==> config.mk <==
export PLATFORM = sky130hd
export DESIGN_NAME = xmem_port_arbiter_flat
export DESIGN_NICKNAME = d
export VERILOG_FILES = /design/src/rtl/xmem_port_arbiter_if.sv /design/src/rtl/xmem_port_arbiter.sv /design/src/flat_wrapper.sv
export SDC_FILE = /design/constraint.sdc
export NUM_CORES = 1
export LEC_CHECK = 0
export ABC_AREA = 0
export BUFFER_PORTS_ARGS = -buffer_cell sky130_fd_sc_hd__buf_2
export CORE_MARGIN = 2
export CORE_UTILIZATION = 42
export DETAILED_ROUTE_END_ITERATION = 8
export PLACE_DENSITY = 0.83
export SYNTH_ARGS = -nofsm -noshare
export SYNTH_HDL_FRONTEND = slang
export SYNTH_SLANG_ARGS = --single-unit
==> constraint.sdc <==
create_clock -name clk -period 3.4 [get_ports clk]
set_input_delay 0.17 -clock clk [delete_from_list [all_inputs] [get_ports clk]]
set_output_delay 0.17 -clock clk [all_outputs]
set_load 0.01 [all_outputs]
==> src/rtl/xmem_port_arbiter_if.sv <==
`default_nettype none
// ============================================================================
// Module      : xmem_port_arbiter_if
// Description : Bundle of both requester ports and the x-memory port that
//               the arbiter connects.
// Revision    : 1.0 - initial release
// ============================================================================
interface xmem_port_arbiter_if #(
    parameter int ADDR_LEN = 10,
    parameter int DATA_LEN = 1,
    parameter int SEL_LEN  = 2
);
    logic                r0_req;
    logic [ADDR_LEN-1:0] r0_addr;
    logic [SEL_LEN-1:0]  r0_sel;
    logic                r0_wq;
    logic [DATA_LEN-1:0] r0_wdata;
    logic                r0_gnt;
    logic                r0_rvalid;
    logic [DATA_LEN-1:0] r0_rdata;

    logic                r1_req;
    logic [ADDR_LEN-1:0] r1_addr;
    logic [SEL_LEN-1:0]  r1_sel;
    logic                r1_wq;
    logic [DATA_LEN-1:0] r1_wdata;
    logic                r1_gnt;
    logic                r1_rvalid;
    logic [DATA_LEN-1:0] r1_rdata;

    logic [ADDR_LEN-1:0] mem_addr;
    logic [SEL_LEN-1:0]  mem_sel;
    logic                mem_wq;
    logic [DATA_LEN-1:0] mem_wdata;
    logic [DATA_LEN-1:0] mem_rdata;
    logic                busy;

    // Arbiter side
    modport slave (
        input  r0_req, r0_addr, r0_sel, r0_wq, r0_wdata,
        output r0_gnt, r0_rvalid, r0_rdata,
        input  r1_req, r1_addr, r1_sel, r1_wq, r1_wdata,
        output r1_gnt, r1_rvalid, r1_rdata,
        output mem_addr, mem_sel, mem_wq, mem_wdata,
        input  mem_rdata,
        output busy
    );

    // Requester / memory environment side
    modport master (
        output r0_req, r0_addr, r0_sel, r0_wq, r0_wdata,
        input  r0_gnt, r0_rvalid, r0_rdata,
        output r1_req, r1_addr, r1_sel, r1_wq, r1_wdata,
        input  r1_gnt, r1_rvalid, r1_rdata,
        input  mem_addr, mem_sel, mem_wq, mem_wdata,
        output mem_rdata,
        input  busy
    );
endinterface
`default_nettype wire

==> src/rtl/xmem_port_arbiter.sv <==
`default_nettype none
// ============================================================================
// Module      : xmem_port_arbiter
// Description : Two-requester round-robin arbiter for the x-memory port with
//               bounded burst locking and read-valid return to the issuer.
// Revision    : 1.0 - initial release
// ============================================================================
module xmem_port_arbiter #(
    parameter int ADDR_LEN  = 10,
    parameter int DATA_LEN  = 1,
    parameter int SEL_LEN   = 2,
    parameter int MAX_BURST = 16
) (
    input  wire logic           clk,
    input  wire logic           rst,
    xmem_port_arbiter_if.slave  bus
);

    localparam int CNT_W = (MAX_BURST > 2) ? $clog2(MAX_BURST) : 1;
    localparam logic [CNT_W-1:0] C_CNT_MAX = CNT_W'(MAX_BURST - 1);

    typedef enum logic [1:0] {
        ST_IDLE = 2'd0,
        ST_OWN0 = 2'd1,
        ST_OWN1 = 2'd2
    } state_t;

    state_t           state_q,      state_d;
    logic [CNT_W-1:0] burst_cnt_q,  burst_cnt_d;
    logic             last_owner_q, last_owner_d;
    logic             r0_gnt_q,     r0_gnt_d;
    logic             r1_gnt_q,     r1_gnt_d;
    logic             r0_rvalid_q,  r0_rvalid_d;
    logic             r1_rvalid_q,  r1_rvalid_d;
    logic             busy_q,       busy_d;

    logic [ADDR_LEN-1:0] w_mem_addr;
    logic [SEL_LEN-1:0]  w_mem_sel;
    logic [DATA_LEN-1:0] w_mem_wdata;
    logic                w_mem_wq;
    logic                w_xfer0;
    logic                w_xfer1;
    logic                w_burst_full;

    assign w_xfer0      = r0_gnt_q & bus.r0_req;
    assign w_xfer1      = r1_gnt_q & bus.r1_req;
    assign w_burst_full = (burst_cnt_q == C_CNT_MAX);

    always_comb begin
        state_d      = state_q;
        burst_cnt_d  = burst_cnt_q;
        last_owner_d = last_owner_q;

        case (state_q)
            ST_IDLE: begin
                if (bus.r0_req && bus.r1_req)
                    state_d = last_owner_q ? ST_OWN0 : ST_OWN1;
                else if (bus.r0_req)
                    state_d = ST_OWN0;
                else if (bus.r1_req)
                    state_d = ST_OWN1;
            end
            ST_OWN0: begin
                if (!bus.r0_req)
                    state_d = bus.r1_req ? ST_OWN1 : ST_IDLE;
                else if (bus.r1_req && w_burst_full)
                    state_d = ST_OWN1;
            end
            ST_OWN1: begin
                if (!bus.r1_req)
                    state_d = bus.r0_req ? ST_OWN0 : ST_IDLE;
                else if (bus.r0_req && w_burst_full)
                    state_d = ST_OWN0;
            end
            default: state_d = ST_IDLE;
        endcase

        // Counter saturates so an uncontested owner keeps the port indefinitely
        if (state_d != state_q) begin
            burst_cnt_d = '0;
            if (state_d == ST_OWN0)
                last_owner_d = 1'b0;
            else if (state_d == ST_OWN1)
                last_owner_d = 1'b1;
        end else if (state_q != ST_IDLE && !w_burst_full) begin
            burst_cnt_d = burst_cnt_q + 1'b1;
        end

        r0_gnt_d    = (state_d == ST_OWN0);
        r1_gnt_d    = (state_d == ST_OWN1);
        busy_d      = (state_d != ST_IDLE);
        r0_rvalid_d = w_xfer0 & ~bus.r0_wq;
        r1_rvalid_d = w_xfer1 & ~bus.r1_wq;
    end

    always_ff @(posedge clk) begin
        if (rst) begin
            state_q      <= ST_IDLE;
            burst_cnt_q  <= '0;
            last_owner_q <= 1'b1;
            r0_gnt_q     <= 1'b0;
            r1_gnt_q     <= 1'b0;
            r0_rvalid_q  <= 1'b0;
            r1_rvalid_q  <= 1'b0;
            busy_q       <= 1'b0;
        end else begin
            state_q      <= state_d;
            burst_cnt_q  <= burst_cnt_d;
            last_owner_q <= last_owner_d;
            r0_gnt_q     <= r0_gnt_d;
            r1_gnt_q     <= r1_gnt_d;
            r0_rvalid_q  <= r0_rvalid_d;
            r1_rvalid_q  <= r1_rvalid_d;
            busy_q       <= busy_d;
        end
    end

    // Write strobe is masked by rst so a write coinciding with reset never lands
    always_comb begin
        w_mem_addr  = '0;
        w_mem_sel   = '0;
        w_mem_wdata = '0;
        w_mem_wq    = 1'b0;
        if (r0_gnt_q) begin
            w_mem_addr  = bus.r0_addr;
            w_mem_sel   = bus.r0_sel;
            w_mem_wdata = bus.r0_wdata;
            w_mem_wq    = bus.r0_wq & w_xfer0 & ~rst;
        end else if (r1_gnt_q) begin
            w_mem_addr  = bus.r1_addr;
            w_mem_sel   = bus.r1_sel;
            w_mem_wdata = bus.r1_wdata;
            w_mem_wq    = bus.r1_wq & w_xfer1 & ~rst;
        end
    end

    assign bus.mem_addr  = w_mem_addr;
    assign bus.mem_sel   = w_mem_sel;
    assign bus.mem_wdata = w_mem_wdata;
    assign bus.mem_wq    = w_mem_wq;

    assign bus.r0_gnt    = r0_gnt_q;
    assign bus.r1_gnt    = r1_gnt_q;
    assign bus.r0_rvalid = r0_rvalid_q;
    assign bus.r1_rvalid = r1_rvalid_q;
    assign bus.r0_rdata  = bus.mem_rdata;
    assign bus.r1_rdata  = bus.mem_rdata;
    assign bus.busy      = busy_q;

endmodule
`default_nettype wire

==> src/flat_wrapper.sv <==
// flat-port wrapper written by rule: the top's interface ports become plain ports
module xmem_port_arbiter_flat 
#(
    parameter int ADDR_LEN  = 10,
    parameter int DATA_LEN  = 1,
    parameter int SEL_LEN   = 2,
    parameter int MAX_BURST = 16
)
  (clk, rst, bus_r0_req, bus_r0_addr, bus_r0_sel, bus_r0_wq, bus_r0_wdata, bus_r0_gnt, bus_r0_rvalid, bus_r0_rdata, bus_r1_req, bus_r1_addr, bus_r1_sel, bus_r1_wq, bus_r1_wdata, bus_r1_gnt, bus_r1_rvalid, bus_r1_rdata, bus_mem_addr, bus_mem_sel, bus_mem_wq, bus_mem_wdata, bus_mem_rdata, bus_busy);
  xmem_port_arbiter_if #(.ADDR_LEN(ADDR_LEN), .DATA_LEN(DATA_LEN), .SEL_LEN(SEL_LEN)) bus_i ();
  input  wire logic clk;
  input  wire logic rst;
  input wire logic [$bits(bus_i.r0_req)-1:0] bus_r0_req;
  input wire logic [$bits(bus_i.r0_addr)-1:0] bus_r0_addr;
  input wire logic [$bits(bus_i.r0_sel)-1:0] bus_r0_sel;
  input wire logic [$bits(bus_i.r0_wq)-1:0] bus_r0_wq;
  input wire logic [$bits(bus_i.r0_wdata)-1:0] bus_r0_wdata;
  output wire logic [$bits(bus_i.r0_gnt)-1:0] bus_r0_gnt;
  output wire logic [$bits(bus_i.r0_rvalid)-1:0] bus_r0_rvalid;
  output wire logic [$bits(bus_i.r0_rdata)-1:0] bus_r0_rdata;
  input wire logic [$bits(bus_i.r1_req)-1:0] bus_r1_req;
  input wire logic [$bits(bus_i.r1_addr)-1:0] bus_r1_addr;
  input wire logic [$bits(bus_i.r1_sel)-1:0] bus_r1_sel;
  input wire logic [$bits(bus_i.r1_wq)-1:0] bus_r1_wq;
  input wire logic [$bits(bus_i.r1_wdata)-1:0] bus_r1_wdata;
  output wire logic [$bits(bus_i.r1_gnt)-1:0] bus_r1_gnt;
  output wire logic [$bits(bus_i.r1_rvalid)-1:0] bus_r1_rvalid;
  output wire logic [$bits(bus_i.r1_rdata)-1:0] bus_r1_rdata;
  output wire logic [$bits(bus_i.mem_addr)-1:0] bus_mem_addr;
  output wire logic [$bits(bus_i.mem_sel)-1:0] bus_mem_sel;
  output wire logic [$bits(bus_i.mem_wq)-1:0] bus_mem_wq;
  output wire logic [$bits(bus_i.mem_wdata)-1:0] bus_mem_wdata;
  input wire logic [$bits(bus_i.mem_rdata)-1:0] bus_mem_rdata;
  output wire logic [$bits(bus_i.busy)-1:0] bus_busy;
  assign bus_i.r0_req = bus_r0_req;
  assign bus_i.r0_addr = bus_r0_addr;
  assign bus_i.r0_sel = bus_r0_sel;
  assign bus_i.r0_wq = bus_r0_wq;
  assign bus_i.r0_wdata = bus_r0_wdata;
  assign bus_r0_gnt = bus_i.r0_gnt;
  assign bus_r0_rvalid = bus_i.r0_rvalid;
  assign bus_r0_rdata = bus_i.r0_rdata;
  assign bus_i.r1_req = bus_r1_req;
  assign bus_i.r1_addr = bus_r1_addr;
  assign bus_i.r1_sel = bus_r1_sel;
  assign bus_i.r1_wq = bus_r1_wq;
  assign bus_i.r1_wdata = bus_r1_wdata;
  assign bus_r1_gnt = bus_i.r1_gnt;
  assign bus_r1_rvalid = bus_i.r1_rvalid;
  assign bus_r1_rdata = bus_i.r1_rdata;
  assign bus_mem_addr = bus_i.mem_addr;
  assign bus_mem_sel = bus_i.mem_sel;
  assign bus_mem_wq = bus_i.mem_wq;
  assign bus_mem_wdata = bus_i.mem_wdata;
  assign bus_i.mem_rdata = bus_mem_rdata;
  assign bus_busy = bus_i.busy;
  xmem_port_arbiter #(.ADDR_LEN(ADDR_LEN), .DATA_LEN(DATA_LEN), .SEL_LEN(SEL_LEN), .MAX_BURST(MAX_BURST)) u_core (.clk(clk), .rst(rst), .bus(bus_i));
endmodule
### After elaboration in Yosys (flattened, before gate mapping)

Index checks and enable logic that the tools add are counted.

| operators by class | value |
|---|---|
| reduce and logical (&&, ||, !) cells | 11 |
| multiplexer cells | 21 |
| equal/unequal tests | 6 |
| bitwise gates (word level) | 11 |
| $add $sub $neg | 1 |

Operators with widths:

| kind | number |
|---|---|
| $mux 2 | 11 |
| $mux 10 | 2 |
| $and 1x1->1 | 8 |
| $mux 1 | 7 |
| $pmux 2 s3 | 1 |
| $reduce_bool 2->1 | 3 |
| $add 4x1->4 const B | 1 |
| $eq 2x1->1 const B | 2 |
| $eq 2x2->1 const B | 2 |
| $eq 4x4->1 const B | 1 |
| $logic_and 1x1->1 | 4 |
| $not 1->1 | 3 |
| $logic_not 2->1 | 1 |
| $ne 2x2->1 | 1 |
| $reduce_and 2->1 | 1 |
| $reduce_or 2->1 | 1 |
| $logic_not 1->1 | 1 |

| storage, ports and cells | value |
|---|---|
| bits in registers | 12 |
| logic and storage cells | 58 |

### Logic depth before layout (Yosys ltp)

Gate-level depths: netlist of the first run.

| logic depth | value |
|---|---|
| word-level depth | 8 |
| gate-level depth with buffers | 8 |
| gate-level depth less buffers | 8 |

### Worst setup path after synthesis of the first run

No wires, ideal clock.

| timing path | value |
|---|---|
| path kind | register to register |
| start point | register u_core.burst_cnt_q[0] |
| end point | register u_core.last_owner_q |
| setup time | 0.072 ns |
| path buffers | 0 |
| stages on the path, launching flop included | 9 |
| data required time | 3.328 ns |
| data arrival time | 1.982 ns |
| setup slack | 1.346 ns |
| cell sequence | dfxtp_1 -> ha_1 -> and3_1 -> a22oi_1 -> o22ai_1 -> or2_2 -> ha_1 -> nor3b_1 -> mux2i_1 |

| between the ends | value |
|---|---|
| cells in the longest elaborated chain, start to end | 8 |
| elaborated cells on any way between the ends | 14 |
| classes of those cells | 4 x eq/ne; 6 x mux; 4 x reduce/logical |

Ends and longest elaborated chain:

| what | line | RTL |
|---|---|---|
| start: declaration | xmem_port_arbiter.sv:29 | `logic [CNT_W-1:0] burst_cnt_q, burst_cnt_d;` |
| start signal: assignment | xmem_port_arbiter.sv:108 | `burst_cnt_q <= burst_cnt_d;` |
| $eq 4x4->1 * | xmem_port_arbiter.sv:47 | `assign w_burst_full = (burst_cnt_q == C_CNT_MAX);` |
| $logic_and 1x1->1, on equally long branches | xmem_port_arbiter.sv:72, xmem_port_arbiter.sv:66 |  |
| $mux 2, on equally long branches | xmem_port_arbiter.sv:72, xmem_port_arbiter.sv:66 |  |
| $mux 2, on equally long branches | xmem_port_arbiter.sv:70, xmem_port_arbiter.sv:64 |  |
| $pmux 2 s3 * | xmem_port_arbiter.sv:54 | `case (state_q)` |
| $eq 2x2->1 or $eq 2x1->1 (tied branches) | xmem_port_arbiter.sv:83, xmem_port_arbiter.sv:81 |  |
| $reduce_bool 2->1 (no source line) | n/a |  |
| $reduce_and 2->1 (no source line) | n/a |  |
| end signal: assignment | xmem_port_arbiter.sv:109 | `last_owner_q <= last_owner_d;` |
| end: declaration | xmem_port_arbiter.sv:30 | `logic last_owner_q, last_owner_d;` |

Every way passes the cells marked *; elsewhere a longest branch is shown, timed or not.
A chain may end at the register's enable or synchronous reset.

### Worst setup path after layout of the first run

Ends and elaborated chain as after synthesis.

==> results.md, run 1 <==
* Status: finished clean
* Register area share after synthesis at 0.320
* Slew Viols, Final at 0
* Flops & latches, synth at 12
* Residual DRC at 0
* Setup TNS at 0 ns
* CTS Buffer Depth at 2
* Initial antenna violation count at 0
* Fin nets at 176
* Post-cts gate resize count at 0
* Top delay family on crit path: simple AND/OR/NAND/NOR gates
* Worst slew margin at 0.527
* Final wirelength at around 1.7 mm
* WL/cell at 10.8 um
* CTS Buf Count at 3
* Worst-path clk slew at 0.07 ns
* Internal at 232 uW
* Gr usage total at 0.165
* Slowest stage cell, crit path: dfxtp_1
* Grt ovf at 0
* PortBufs at 50
* CTS tree: done
* Netlist cell types at 31
* Worst-Skew Late Latency at roughly 0.27 ns
* Largest net degree at the start of global routing at 20
* Ant. Diodes at 0
* Tmin final at 2.23 ns
* CP Buf/Inv Count at 0
* Signal arrival time at the worst endpoint at 2.44 ns
* Initial core utilization at 0.440
* Share of the synthesized area in the top cell type at 0.320
* Syn_nets at 127
* FF+latch area at 240 sq um
* Net Switching at about 95 uW
* Synthesized instance count at 90
* Sequential power share at 0.478
* First-pass GRT wire length at between 2 and 3 mm
* Crit path cell chain: ha_1 > and3_1 > a22oi_1 > o22ai_1 > or2_2 > ha_1 > nor3b_1 > mux2i_1
* Minimum hold slack at 0.0650 ns
* Root Buffer: clkbuf_4
* Die Ht at 46.3 um
* Hold Fails Final Rpt at 0
* Sw frac at 0.291
* Final period util at 0.657
* # rows at 15
* Fillers at 154
* Clock Skews at 0.000598 ns
* Worst path max stage delay at 0.33 ns
* Die span in x at 46.3 um
* Clock sinks at 12
* Post-CTS Repair Setup Buffers at 0
* Worst-path maximum fanout at 5
* CP Class: flop to flop
* Most used cell along the critical path: ha_1
* Max VDD drop at 202 uV
* Power density over cell area at between 300 and 400 mW/mm^2
* RD Place Congestion at around 0.88
* Htree depth at 1
* Post-DP HPWL at 1.44 mm
* Comb power frac at 0.255
* Via/cell ratio at 5.11
* Vias in the first global route at 620
* Synth Warn # at 0
* Via count at 828
* RSZ-0062 raised after global routing: no
* 1st-iter DRT viols at 17
* Layout cell share with drive strength beyond 1 at 0.416
* Setup crit start kind: flop
* Final ANT Viol Nets at 0
* Final setup violation count at 0
* Worst slew pin tran at between 0.7 and 0.8 ns
* Synthesized area at 751 sq um
* Hold WC Path Type: input port to flop
* Ports at 54
* Drt pass-1 iters at 4
* Worst Path Required at 3.60 ns
* Layout area overhead at 35.8%
* Biggest area consumer among synthesized cells: dfxtp_1
* Area of the core at about 0.0017 sq mm
* Cts-stage hold buffer count at 0
* Multi-input gate area at around 460 sq um
* Die area at 0.00214 sq mm
* Mean Syn Cell Area at 8.34 sq um
* Setup crit end kind: flop
* Fmax at 448 MHz
* Maxcap violations at 0
* Top post-synthesis cells by area: dfxtp_1, a22o_1, ha_1, nor2_1, o21ai_0
* Leak pwr at 0.000516 uW
* Clk network pwr share at 0.267
cell usage in the layout (no fill, tap or decap), types with 2 or more instances in the layout:
cell,instances
nor3_1,3
clkbuf_4,3
o22ai_1,2
nor2_1,11
nor2b_1,3
xnor2_1,2
inv_1,3
nor3b_1,2
nand3_1,2
buf_2,50
a21oi_1,3
a22o_1,12
nand2_1,5
or2_2,2
ha_1,4
o21ai_0,5
dfxtp_1,12
power by group through the flow:
stage / logic, uW / clock network (uW) / registers, uW
2_1_floorplan: 53.6 / 0 / 155
3_3_place_gp: 81.8 / 0 / 159
3_5_place_dp: 83.8 / 0 / 160
4_1_cts: 84.1 / 89.9 / 156
5_1_grt: 93.4 / 96.6 / 158
6_report: 83.3 / 87.2 / 156
state kept, by name, summed over array words and instances, names as in the netlist:
| register | flops |
|---|---|
| u_core.state_q | 2 |
| u_core.bus.r1_gnt | 1 |
| u_core.bus.r0_rvalid | 1 |
| u_core.bus.r1_rvalid | 1 |
| u_core.bus.r0_gnt | 1 |
| u_core.burst_cnt_q | 4 |
| u_core.bus.busy | 1 |
| u_core.last_owner_q | 1 |
area by class of cell:
type / count / share of cell area
multi-input cells: 69 / 0.455
repair buffers: 50 / 0.245
clock buffers: 3 / 0.0221
well taps: 25 / 0.0307
inverters: 3 / 0.0110
flip-flops and latches: 12 / 0.236
synthesized netlist by cell type:
cell type / instances
nor4b_1: 1
nand2_1: 5
and4_1: 1
a21oi_1: 3
mux2_2: 1
ha_1: 4
or2_2: 2
inv_1: 3
o21ai_0: 5
dfxtp_1: 12
or2b_1: 1
o22ai_1: 2
or4_1: 1
o21bai_1: 1
mux2i_1: 1
buf_2: 1
a22oi_1: 1
nor2b_1: 3
xnor2_1: 2
a22o_1: 12
nor3b_1: 2
clkbuf_1: 2
o31ai_1: 1
a21oi_2: 1
and3_1: 1
nand3_1: 2
buf_4: 3
nor3_1: 3
nand3b_1: 1
nand4b_1: 1
nor2_1: 11
per-layer routing:
metal	up-vias	wire length (um)	GRT usage
li1	423	-	-
met1	363	691	0.183
met2	40	862	0.300
met3	2	168	0.0353
met4	0	22	0.0686
met5	-	0	0
through the flow:
stage	instances	setup slack [ns]	cell area, sq um	power [uW]	util
4_1_cts	162	1.18	1020	330	0.597
6_report	162	1.17	1020	327	0.597
3_5_place_dp	159	1.20	997	243	0.584
3_3_place_gp	159	1.28	997	241	0.584
2_1_floorplan	90	1.35	751	209	-
5_1_grt	162	1.02	1020	348	0.597
worst register-to-register path: cells and delay by family (launching register included):
family | cells | cell delay [ns]
fa+ha+maj | 2 | 0.50
simple gates | 3 | 0.77
flops | 1 | 0.33
mux | 1 | 0.22
compound gates | 2 | 0.34
cell families (layout without fill, tap and decap cells):
family,count (synthesis),count (layout),synth area share
adder cells (fa/ha/maj),4,4,0.0667
AND/OR/NAND/NOR,35,35,0.248
multiplexers,2,2,0.0283
XOR/XNOR,2,2,0.0233
flip-flops,12,12,0.320
buffers and inverters,9,56,0.0617
AO/OA/AOI/OAI,26,26,0.252
final timing paths:
check,startpoint,cells past startpoint,to,slack (ns)
worst max-delay path,u_core.burst_cnt_q[0],8,u_core.last_owner_q,1.17
worst min-delay path,bus_r0_wq,2,u_core.bus.r0_rvalid,0.06
worst max register to register,u_core.burst_cnt_q[0],8,u_core.last_owner_q,1.17
worst min register to register,u_core.burst_cnt_q[1],2,u_core.burst_cnt_q[1],0.53
No activity file was read; power rests on OpenSTA's default activity.
==> inputs of run 2 (changes only) <==
CORE_UTILIZATION = 36   (was 42)
PLACE_DENSITY = 0.76   (was 0.83)
clock period = 1.9 ns   (was 3.4 ns; I/O delays follow)
==> run 2 against run 1 <==
Total power increased by 110%. First-iteration DRC count shrank 24%. Combinational power rose by 140%. Design area up 17%. Clock-buffer cell count increased by 1. Highest routed layer unchanged.
==> results.md, run 2 (same netlist as run 1, synthesis figures left out) <==
* RSZ-0062 raised after global routing: yes
* Via/cell ratio at just over 5
* 1st-iter DRT viols at 13
* Post-DP Area at 0.00106 sq mm
* Worst slew margin at 0.709
* Via count at a little under 900
* Drt pass-1 iters at 4
* Finished Layout Cells at 176
* Fmax at 534 MHz
* Leak pwr at a little under 0.0006 uW
* Most frequent cells in the layout: buf_2, a22o_1, nor2_1
* Final period util at 0.985
* Slew Viols, Final at 0
* Clock Skews at 0.00347 ns
* CP Class: flop to flop
* Initial core utilization at 0.383
* Hold Fails Final Rpt at 0
* Initial antenna violation count at 0
* Maxcap violations at 0
* CTS tree: done
* WL/cell at 12.5 um
* CTS Buffer Depth at 2
* Vias in the first global route at approximately 860
* Setup crit end kind: flop
* Post-place setup slack at -0.0555 ns
* Htree depth at 1
* Final ANT Viol Nets at 0
* RD Place Congestion at around 0.85
* Ant. Diodes at 0
* Largest net degree at the start of global routing at 13
* Residual DRC at 0
* Status: finished clean
* Root Buffer: clkbuf_4
* Worst slew pin tran at 0.432 ns
* Post-Place Cells at ~170
* Die span in x at roughly 50 um
* Worst Path Required at 2.12 ns
* Layout area overhead at 58.7%
* Worst-path maximum fanout at 4
* Max VDD drop at 398 uV
* Die area at ~0.0025 sq mm
* Regs by FF count: u_core.burst_cnt_q (4), u_core.state_q (2)
* Final wirelength at 2.20 mm
* Fin nets at approximately 190
* Ports at 54
* Commonest non-fill, non-tap cell in the layout: buf_2
* Worst-Skew Late Latency at 0.28 ns
* PortBufs at 50
* CTS Buf Count at 3
* Final instance area at approximately 0.0012 sq mm
* Die Ht at 49.7 um
* Reg with most FFs: u_core.burst_cnt_q
* Power density over cell area at 571 mW/mm^2
* Grt ovf at 0
* Signal arrival time at the worst endpoint at ~2.1 ns
* Post-DP HPWL at 1.62 mm
* Clock sinks at 12
* Worst-path clk slew at 0.08 ns
* Overall Power at 680 uW
* First-pass GRT wire length at 3.51 mm
* Hold WC Path Type: input port to flop
* Max reg flops at 4
* Layout cell share with drive strength beyond 1 at 0.530
* Tmin final at 1.87 ns
* Area of the core at between 0.0015 and 0.002 sq mm
* Gr usage total at 0.181
* Setup crit start kind: flop
* Final setup violation count at 0
* Worst setup margin at between 0.02 and 0.03 ns
* # rows at 16
-- run 2: cell count changes in the layout (fill, tap and decap cells not counted), moves of 3 or more --
cell / previous run / this run
buf_4: 0 / 9
dfxtp_1: 12 / 9
dfxtp_2: 0 / 3
ha_1: 4 / 1
-- run 2: cell type report --
class                           instances  area, sq um
Fill cell                             191          771
Multi-Input combinational cell         69          528
Timing Repair Buffer                   61          338
Sequential cell                        12          244
Clock buffer                            4         36.3
Tap cell                               27         33.8
Inverter                                3         11.3
-- run 2: path summary, 6_finish.rpt --
| path | startpoint | end | slack [ns] | cells past startpoint |
|---|---|---|---|---|
| max reg2reg | u_core.burst_cnt_q[0] | u_core.last_owner_q | 0.03 | 8 |
| min reg2reg | u_core.bus.r1_gnt | u_core.bus.r1_rvalid | 0.53 | 1 |
| min | rst | u_core.bus.busy | 0.1 | 2 |
| max | u_core.burst_cnt_q[0] | u_core.last_owner_q | 0.03 | 8 |
-- run 2: per-stage QoR --
stage               hold WS, ns  utilization  setup TNS, ns
floorplan                 0.162            -              0
global placement          0.190        0.540        -0.0131
detailed placement        0.190        0.540        -0.0555
CTS                      0.0615        0.589              0
global route             0.0925        0.607        -0.0699
finish                   0.0956        0.607              0
-- run 2: what timing repair did --
action                                  4_1_cts  5_1_grt
endpoints found under the setup margin        1        2
endpoints found under the hold margin         2        0
buffers inserted                              3        0
hold buffers                                  2        0
gates resized for setup                       7        7
pin swaps                                     2        0
-- run 2: per-layer routing --
layer	global-route usage	vias up	part of all wire
met2	0.351	42	0.52
met3	0.0515	3	0.11
met4	0.0602	0	0.013
li1	-	446	-
met5	0	-	0
met1	0.181	394	0.36
-- run 2: critical path: stages, from the launching register on --
cell and delay (ns):
dfxtp_2 0.34, ha_4 0.16, and3_4 0.18, a22oi_2 0.17, o22ai_2 0.10, or2_4 0.25, ha_4 0.25, nor3b_2 0.17
mux2i_1 0.19
-- run 2: where the power goes --
part	internal, uW	switching, uW	total, uW
logic	106	89.0	196
clock network	117	89.3	206
registers	263	14.9	278
